$ cat config.mk
export PLATFORM = sky130hd
export DESIGN_NAME = alu_rr_sequencer
export DESIGN_NICKNAME = d
export VERILOG_FILES = /design/src/rtl/alu_rr_sequencer.sv
export SDC_FILE = /design/constraint.sdc
export NUM_CORES = 1
export LEC_CHECK = 0
export BUFFER_PORTS_ARGS = -buffer_cell sky130_fd_sc_hd__buf_2
export CAP_MARGIN = 25
export CORE_AREA = 2 2 168 170
export CTS_CLUSTER_SIZE = 14
export DETAILED_ROUTE_END_ITERATION = 7
export DIE_AREA = 0 0 170 172
export HOLD_SLACK_MARGIN = 0.02
export PLACE_DENSITY = 0.52
export SLEW_MARGIN = 15
export SYNTH_ARGS = -nofsm -noshare
export SYNTH_HDL_FRONTEND = slang
export SYNTH_SLANG_ARGS = --single-unit
$ cat constraint.sdc
create_clock -name clk -period 10.6 [get_ports clk]
set_clock_uncertainty 0.1 [all_clocks]
set_input_delay 1.06 -clock clk [delete_from_list [all_inputs] [get_ports clk]]
set_output_delay 1.06 -clock clk [all_outputs]
set_load 0.03 [all_outputs]
$ cat src/rtl/alu_rr_sequencer.sv
// alu_rr_sequencer: shares one external combinational 32-bit ALU between
// NUM_REQ requesters. A round-robin arbiter picks one request, the operands
// are registered onto the ALU port, and the result and ZCNV flags come back
// over a valid/ready response channel tagged with the requester index.
module alu_rr_sequencer #(
    parameter int NUM_REQ = 4,
    parameter int ID_W    = 2
) (
    input  logic                  clk,
    input  logic                  rst,
    input  logic [NUM_REQ-1:0]    req_valid,
    output logic [NUM_REQ-1:0]    req_ready,
    input  logic [NUM_REQ*4-1:0]  req_op,
    input  logic [NUM_REQ*32-1:0] req_a,
    input  logic [NUM_REQ*32-1:0] req_b,
    output logic [3:0]            alu_G_sel,
    output logic [31:0]           alu_A,
    output logic [31:0]           alu_B,
    input  logic [31:0]           alu_G,
    input  logic [3:0]            alu_flags,
    output logic                  rsp_valid,
    input  logic                  rsp_ready,
    output logic [ID_W-1:0]       rsp_id,
    output logic [31:0]           rsp_data,
    output logic [3:0]            rsp_flags,
    output logic                  rsp_err,
    output logic                  busy
);

    typedef enum logic [1:0] {
        IDLE = 2'd0,
        EXEC = 2'd1,
        RESP = 2'd2
    } state_t;

    localparam logic [ID_W:0]   NUM_REQ_W = (ID_W+1)'(NUM_REQ);
    localparam logic [ID_W-1:0] LAST_IDX  = ID_W'(NUM_REQ - 1);

    state_t          state;
    logic [ID_W-1:0] rr_ptr;
    logic [ID_W-1:0] id_q;
    logic [ID_W-1:0] grant_idx;
    logic            grant_found;
    logic [ID_W:0]   cand;

    // Op codes the ALU actually implements; anything else is answered with rsp_err.
    function automatic logic op_legal(input logic [3:0] op);
        case (op)
            4'b0000, 4'b0001, 4'b0010, 4'b0100,
            4'b0110, 4'b1000, 4'b1100, 4'b1110: return 1'b1;
            default:                            return 1'b0;
        endcase
    endfunction

    // Round-robin search: first valid requester at or above rr_ptr, wrapping.
    always_comb begin
        // NOTE: every variable written here gets a default first so no path
        // leaves it unassigned, which would otherwise infer a latch.
        grant_found = 1'b0;
        grant_idx   = '0;
        cand        = '0;
        for (int k = 0; k < NUM_REQ; k++) begin
            cand = {1'b0, rr_ptr} + (ID_W+1)'(k);
            if (cand >= NUM_REQ_W) begin
                cand = cand - NUM_REQ_W;
            end
            if (!grant_found && req_valid[cand[ID_W-1:0]]) begin
                grant_found = 1'b1;
                grant_idx   = cand[ID_W-1:0];
            end
        end
    end

    // Accept strobe to the winner, only while idle and never during reset.
    always_comb begin
        req_ready = '0;
        if (!rst && state == IDLE && grant_found) begin
            req_ready[grant_idx] = 1'b1;
        end
    end

    // Sequencer FSM with all outputs registered.
    // NOTE: sequential state uses non-blocking assignments so every register
    // samples pre-edge values regardless of statement order.
    always_ff @(posedge clk or posedge rst) begin
        if (rst) begin
            state     <= IDLE;
            rr_ptr    <= '0;
            id_q      <= '0;
            alu_G_sel <= '0;
            alu_A     <= '0;
            alu_B     <= '0;
            rsp_valid <= 1'b0;
            rsp_id    <= '0;
            rsp_data  <= '0;
            rsp_flags <= '0;
            rsp_err   <= 1'b0;
            busy      <= 1'b0;
        end else begin
            case (state)
                IDLE: begin
                    if (grant_found) begin
                        alu_G_sel <= req_op[grant_idx*4 +: 4];
                        alu_A     <= req_a[grant_idx*32 +: 32];
                        alu_B     <= req_b[grant_idx*32 +: 32];
                        id_q      <= grant_idx;
                        rr_ptr    <= (grant_idx == LAST_IDX) ? '0 : grant_idx + 1'b1;
                        busy      <= 1'b1;
                        state     <= EXEC;
                    end
                end
                EXEC: begin
                    rsp_id    <= id_q;
                    rsp_valid <= 1'b1;
                    if (op_legal(alu_G_sel)) begin
                        rsp_data  <= alu_G;
                        rsp_flags <= alu_flags;
                        rsp_err   <= 1'b0;
                    end else begin
                        rsp_data  <= '0;
                        rsp_flags <= '0;
                        rsp_err   <= 1'b1;
                    end
                    state <= RESP;
                end
                RESP: begin
                    if (rsp_ready) begin
                        rsp_valid <= 1'b0;
                        busy      <= 1'b0;
                        state     <= IDLE;
                    end
                end
                default: begin
                    rsp_valid <= 1'b0;
                    busy      <= 1'b0;
                    state     <= IDLE;
                end
            endcase
        end
    end

endmodule
==> flow_metrics.env, run 1 <==
export IMPL_numCtsBuffers=17
export IMPL_synth_seq_cells=115
export IMPL_rsz0062_at_grt="no"
export IMPL_cts_hold_buf=0
export IMPL_syn_to_final_growth_pct=51.8
export IMPL_rows=61
export IMPL_drive_above_1_share=0.513
export IMPL_yosysWarnings=0
export IMPL_grt_overflow=0
export IMPL_seqCellArea_um2=2880
export IMPL_cp_end_kind="output pin"
export IMPL_final_cell_mix="buf_2, dfrtp_1, nor2_1, o22ai_1, mux2i_1"
export IMPL_max_freq_mhz=232
export IMPL_synth_edff_count=0
export IMPL_p_total_uw=2960
export IMPL_finalWirelength_um=22800
export IMPL_final_util=0.322
export IMPL_path_clk_slew_ns=0.06
export IMPL_synth_cells=539
export IMPL_path_common_cell="buf_2"
export IMPL_r2r_start="rr_ptr[1]$_DFFE_PP0P_"
export IMPL_required_ns=9.44
export IMPL_nets=1255
export IMPL_cp_max_fo=46
export IMPL_startpoint_type="primary input"
export IMPL_finalCriticalPeriod_ns=4.32
export IMPL_hpwlAfterDp_um=17000
export IMPL_multi_input_area_um2=2680
export IMPL_postLayoutCellArea_um2=8840
export IMPL_clk_latency_ns=0.41
export IMPL_initial_core_util=0.212
export IMPL_synth_avg_cell_area_um2=10.8
export IMPL_relSlewSlack=0.399
export IMPL_crit_chain="buf_2 -> nor4_1 -> or3_4 -> inv_2 -> buf_4 -> and3_1 -> buf_2"
export IMPL_syn_cell_area_um2=5830
export IMPL_crit_buf_inv=4
export IMPL_leakage_uw=0.00446
export IMPL_cpMaxStageDelayCell="buf_4"
export IMPL_ios=428
export IMPL_diodes=0
export IMPL_synthFlopType="dfrtp_1"
export IMPL_cap_viol_max_count=0
export IMPL_ys_async_sr_fraction=1.00
export IMPL_grt_pass1_vias=5863
export IMPL_postPlaceCellArea_um2=8220
export IMPL_grt_pass1_wl_um=33300
export IMPL_finalSetupViolCount=0
export IMPL_grt_max_degree=74
export IMPL_coreArea_um2=27500
export IMPL_drtIter0Drc=284
export IMPL_crit_start="req_valid[3]"
export IMPL_critical_path_class="primary input to output pin"
export IMPL_cp_arrival_ns=3.16
export IMPL_num_vias=6048
export IMPL_p_per_area_nw_per_um2=335
export IMPL_drv_slew=0
export IMPL_ant_nets=0
export IMPL_ys_seq_area_frac=0.494
export IMPL_cpPeakStageDelay_ns=0.54
export IMPL_route_detailed_drc=0
export IMPL_die_h_um=172
export IMPL_final_common_cell="buf_2"
export IMPL_drtPass1Iterations=4
export IMPL_yosysUniqueCellTypes=33
export IMPL_viasPerCell=4.66
export IMPL_synth_fp_nets=855
export IMPL_status="complete, no violations"
export IMPL_clock_path_buffers=2
export IMPL_cts_htree_levels=4
export IMPL_postCtsSetupBuffers=0
export IMPL_finalCritPeriodShare=0.407
export IMPL_cts_sinks=115
export IMPL_min_delay_start="rsp_valid$_DFFE_PP0P_"
export IMPL_grt_total_usage=0.149
export IMPL_cts_resized=0
export IMPL_cts_tree="yes"
export IMPL_crit_family="buffers and inverters"
export IMPL_die_area_um2=29200
export IMPL_place_congestion=0.775
export IMPL_ir_worst_vdd_v=0.000103
export IMPL_min_path_type="register to register"
export IMPL_antenna_found_initial=0
export IMPL_worstMarginPinSlew_ns=0.901
export IMPL_fill_cells=2937
export IMPL_fin_tns_setup_ns=0
export IMPL_wl_per_cell_um=17.6
export IMPL_hold_viol=0
export IMPL_numPortBuffers=427
export IMPL_die_w_um=170
export IMPL_clock_tree_root_cell="clkbuf_16"
[worst register-to-register path: cells and delay by family, from the launching register on]
family / cells / cell delay [ns]
DFF: 1 / 0.51
and+or+nand+nor: 1 / 0.12
AOI/OAI and AO/OA: 2 / 0.28
muxes: 2 / 0.70
buffers and inverters: 2 / 1.06
[Yosys cell counts, types with 4 or more instances]
cell type / number / share of area
a221oi_1: 59 / 0.089
buf_2: 21 / 0.018
clkbuf_1: 29 / 0.019
a221oi_2: 9 / 0.023
inv_1: 6 / 0.0039
buf_6: 4 / 0.0077
nor2_1: 72 / 0.046
o22ai_1: 70 / 0.075
nand2_1: 13 / 0.0084
a21oi_1: 6 / 0.0052
mux2i_1: 69 / 0.12
a22o_1: 36 / 0.054
o21ai_0: 4 / 0.0034
dfrtp_1: 115 / 0.49
[state kept, by name, indices dropped and copies added (netlist names)]
name,cells
alu_A,32
alu_B,32
rsp_data,32
alu_G_sel,4
rsp_flags,4
id_q,2
rr_ptr,2
rsp_id,2
state,2
busy,1
rsp_err,1
rsp_valid,1
[per-stage QoR]
step | worst slack [ns] | instances | hold slack, ns
final | 6.28 | 1298 | 0.382
after global routing | 6.12 | 1298 | 0.400
after floorplan | 5.34 | 539 | 0.342
after detailed placement | 6.28 | 1266 | 0.373
after CTS | 6.28 | 1298 | 0.387
after global placement | 6.30 | 1266 | 0.361
[power by group]
group / internal (uW) / total [uW] / switching, uW
combinational: 545 / 1580 / 1040
sequential: 652 / 767 / 115
clock: 378 / 616 / 238
[worst paths after layout]
kind / to / cells past startpoint / slack [ns]
max: req_ready[0] / 7 / 6.28
min: rsp_valid$_DFFE_PP0P_ / 1 / 0.38
max reg2reg: alu_A[20]$_DFFE_PP0P_ / 7 / 7.69
min reg2reg: rsp_valid$_DFFE_PP0P_ / 1 / 0.38
max in group asynchronous: alu_A[15]$_DFFE_PP0P_ / 3 / 8.48
min in group asynchronous: rsp_id[0]$_DFFE_PP0P_ / 2 / 0.74
[cell type report]
cell class / count / share of cell area
Clock inverter: 15 / 0.0221
Multi-Input combinational cell: 362 / 0.303
Timing Repair Buffer: 437 / 0.250
Sequential cell: 115 / 0.325
Tap cell: 346 / 0.0489
Clock buffer: 17 / 0.0481
Inverter: 6 / 0.00283
[kinds of logic (layout without fill, tap and decap cells)]
logic type | after synthesis | after routing | share of synthesized area
buf+inv | 62 | 475 | 0.0509
simple gates | 98 | 98 | 0.0696
mux | 71 | 71 | 0.122
flops | 115 | 115 | 0.494
compound gates | 192 | 192 | 0.261
fa+ha+maj | 1 | 1 | 0.00215
[routing by layer]
layer	track usage	vias up	share of wire
met5	0	-	0
met4	0.0368	0	0.0095
met3	0.0352	12	0.064
met2	0.264	248	0.51
met1	0.183	2875	0.42
li1	-	2913	-
No activity file was read; power rests on OpenSTA's default activity.
==> run 2, diff against run 1 <==
--- a/config.mk
+++ b/config.mk
@@ -7,12 +7,12 @@
 export LEC_CHECK = 0
 export BUFFER_PORTS_ARGS = -buffer_cell sky130_fd_sc_hd__buf_2
 export CAP_MARGIN = 25
-export CORE_AREA = 2 2 168 170
+export CORE_AREA = 2 2 167 169
 export CTS_CLUSTER_SIZE = 14
 export DETAILED_ROUTE_END_ITERATION = 7
-export DIE_AREA = 0 0 170 172
+export DIE_AREA = 0 0 169 171
 export HOLD_SLACK_MARGIN = 0.02
-export PLACE_DENSITY = 0.52
+export PLACE_DENSITY = 0.54
 export SLEW_MARGIN = 15
 export SYNTH_ARGS = -nofsm -noshare
 export SYNTH_HDL_FRONTEND = slang
==> constraint.sdc (replaced) <==
create_clock -name clk -period 3.65 [get_ports clk]
set_clock_uncertainty 0.1 [all_clocks]
set_input_delay 0.365 -clock clk [delete_from_list [all_inputs] [get_ports clk]]
set_output_delay 0.365 -clock clk [all_outputs]
set_load 0.03 [all_outputs]
==> run 2 against run 1 <==
  * Sequential power rose to 2.9 times the previous value
  * Sequential cell count did not move
  * Critical path type is now register to output pin
  * Largest power group unchanged
  * Non-clock buffer count rose by 6
  * Combinational power rose to 2.9 times the previous value
  * Clock power rose to 2.6 times the previous value
  * Die area fell by 1.2%
  * Clock-buffer cell count did not move
==> flow_metrics.env, run 2 (synthesis results as in run 1) <==
export IMPL_status="complete, no violations"
export IMPL_leakage_uw=0.00445
export IMPL_clk_latency_ns=0.41
export IMPL_hpwlAfterDp_um=17200
export IMPL_initial_core_util=0.213
export IMPL_postLayoutCellArea_um2=8830
export IMPL_num_vias=6140
export IMPL_cap_viol_max_count=0
export IMPL_postPlaceCellArea_um2=8260
export IMPL_p_total_uw=8460
export IMPL_place_congestion=0.784
export IMPL_finalCriticalPeriod_ns=2.83
export IMPL_drv_slew=0
export IMPL_critical_path_class="register to output pin"
export IMPL_final_util=0.323
export IMPL_required_ns=3.18
export IMPL_die_h_um=171
export IMPL_cpPeakStageDelay_ns=0.73
export IMPL_nets=1261
export IMPL_drive_above_1_share=0.515
export IMPL_finalWirelength_um=23500
export IMPL_cp_arrival_ns=2.36
export IMPL_cp_max_fo=40
export IMPL_clock_path_buffers=2
export IMPL_cts_htree_levels=4
export IMPL_whs_ns=0.0647
export IMPL_p_per_area_nw_per_um2=958
export IMPL_drtPass1Iterations=4
export IMPL_grt_total_usage=0.157
export IMPL_hold_viol=0
export IMPL_numCtsBuffers=17
export IMPL_route_detailed_drc=0
export IMPL_reg_largest_list="alu_A (32), alu_B (32), rsp_data (32)"
export IMPL_final_common_cell="buf_2"
export IMPL_min_path_type="primary input to register"
export IMPL_cts_hold_buf=1
export IMPL_die_area_um2=28900
export IMPL_cpMaxStageDelayCell="a211o_2"
export IMPL_rows=61
export IMPL_cp_end_kind="output pin"
export IMPL_r2r_setup_slack_ns=1.09
export IMPL_crit_start="rr_ptr[1]$_DFFE_PP0P_"
export IMPL_die_w_um=169
export IMPL_viasPerCell=4.70
export IMPL_cts_tree="yes"
export IMPL_worstSetupEndpoint="req_ready[0]"
export IMPL_worstMarginPinSlew_ns=0.983
export IMPL_rsz0062_at_grt="no"
export IMPL_finalSetupViolCount=0
export IMPL_max_freq_mhz=354
export IMPL_fin_tns_setup_ns=0
export IMPL_coreArea_um2=27300
export IMPL_syn_to_final_growth_pct=51.6
export IMPL_crit_buf_inv=1
export IMPL_crit_family="compound AO/OA/AOI/OAI gates"
export IMPL_ir_worst_vdd_v=0.000377
export IMPL_startpoint_type="register"
export IMPL_crit_chain="and4b_1 -> a211o_2 -> and3_1 -> buf_2"
export IMPL_cts_sinks=115
export IMPL_fill_cells=2899
export IMPL_r2r_start="rr_ptr[1]$_DFFE_PP0P_"
export IMPL_antenna_found_initial=3
export IMPL_r2r_cells=5
export IMPL_numPortBuffers=427
export IMPL_grt_pass1_vias=6058
export IMPL_final_cell_mix="buf_2, dfrtp_1, nor2_1, o22ai_1, mux2i_1"
export IMPL_path_clk_slew_ns=0.06
export IMPL_critical_path_depth=4
export IMPL_r2r_end="alu_B[15]$_DFFE_PP0P_"
export IMPL_cts_resized=0
export IMPL_wl_per_cell_um=18.0
export IMPL_ios=428
export IMPL_drtIter0Drc=309
export IMPL_ant_nets=0
export IMPL_postCtsSetupBuffers=0
export IMPL_grt_max_degree=54
export IMPL_grt_overflow=0
export IMPL_clock_tree_root_cell="clkbuf_16"
export IMPL_grt_pass1_wl_um=34900
export IMPL_relSlewSlack=0.345
export IMPL_finalCritPeriodShare=0.775
==> run 2: final cells by class <==
type / count / area (um2) / share of cell area
multi-input cells: 362 / 2680 / 0.303
flip-flops and latches: 115 / 2880 / 0.326
clock inverters: 15 / 134 / 0.0152
inverters: 6 / 26.3 / 0.00297
repair buffers: 443 / 2260 / 0.256
well taps: 346 / 433 / 0.0490
diodes: 1 / 2.50 / 0.000283
clock buffers: 17 / 425 / 0.0482
==> run 2: worst min-delay path by stage <==
| stage | cells after the start | slack (ns) | end | start |
|---|---|---|---|---|
| 3_5_place_dp | 2 | 0.36 | id_q[1]$_DFFE_PP0P_ | id_q[1]$_DFFE_PP0P_ |
| 3_3_place_gp | 2 | 0.36 | id_q[1]$_DFFE_PP0P_ | id_q[1]$_DFFE_PP0P_ |
| 6_report | 2 | 0.06 | rsp_flags[1]$_DFFE_PP0P_ | alu_flags[1] |
| 2_1_floorplan | 2 | 0.34 | id_q[0]$_DFFE_PP0P_ | id_q[0]$_DFFE_PP0P_ |
| 5_1_grt | 2 | 0.05 | rsp_flags[1]$_DFFE_PP0P_ | alu_flags[1] |
| 4_1_cts | 2 | 0.04 | rsp_data[3]$_DFFE_PP0P_ | alu_G[3] |
==> run 2: routing by layer <==
| layer | global-route usage | share of wire |
|---|---|---|
| met4 | 0.0435 | 0.011 |
| met3 | 0.0375 | 0.072 |
| met1 | 0.197 | 0.42 |
| met5 | 0 | 0.0011 |
| met2 | 0.272 | 0.49 |
==> run 2: power by group <==
part	internal, uW	switching, uW
clock	940	664
combinational	1600	3030
sequential	1890	334
total	4430	4030
==> run 2: through the flow <==
step	instances	setup WS (ns)
after global routing	1304	0.659
after CTS	1304	0.779
after detailed placement	1271	0.934
after global placement	1271	1.02
final	1305	0.822
after floorplan	539	0.602
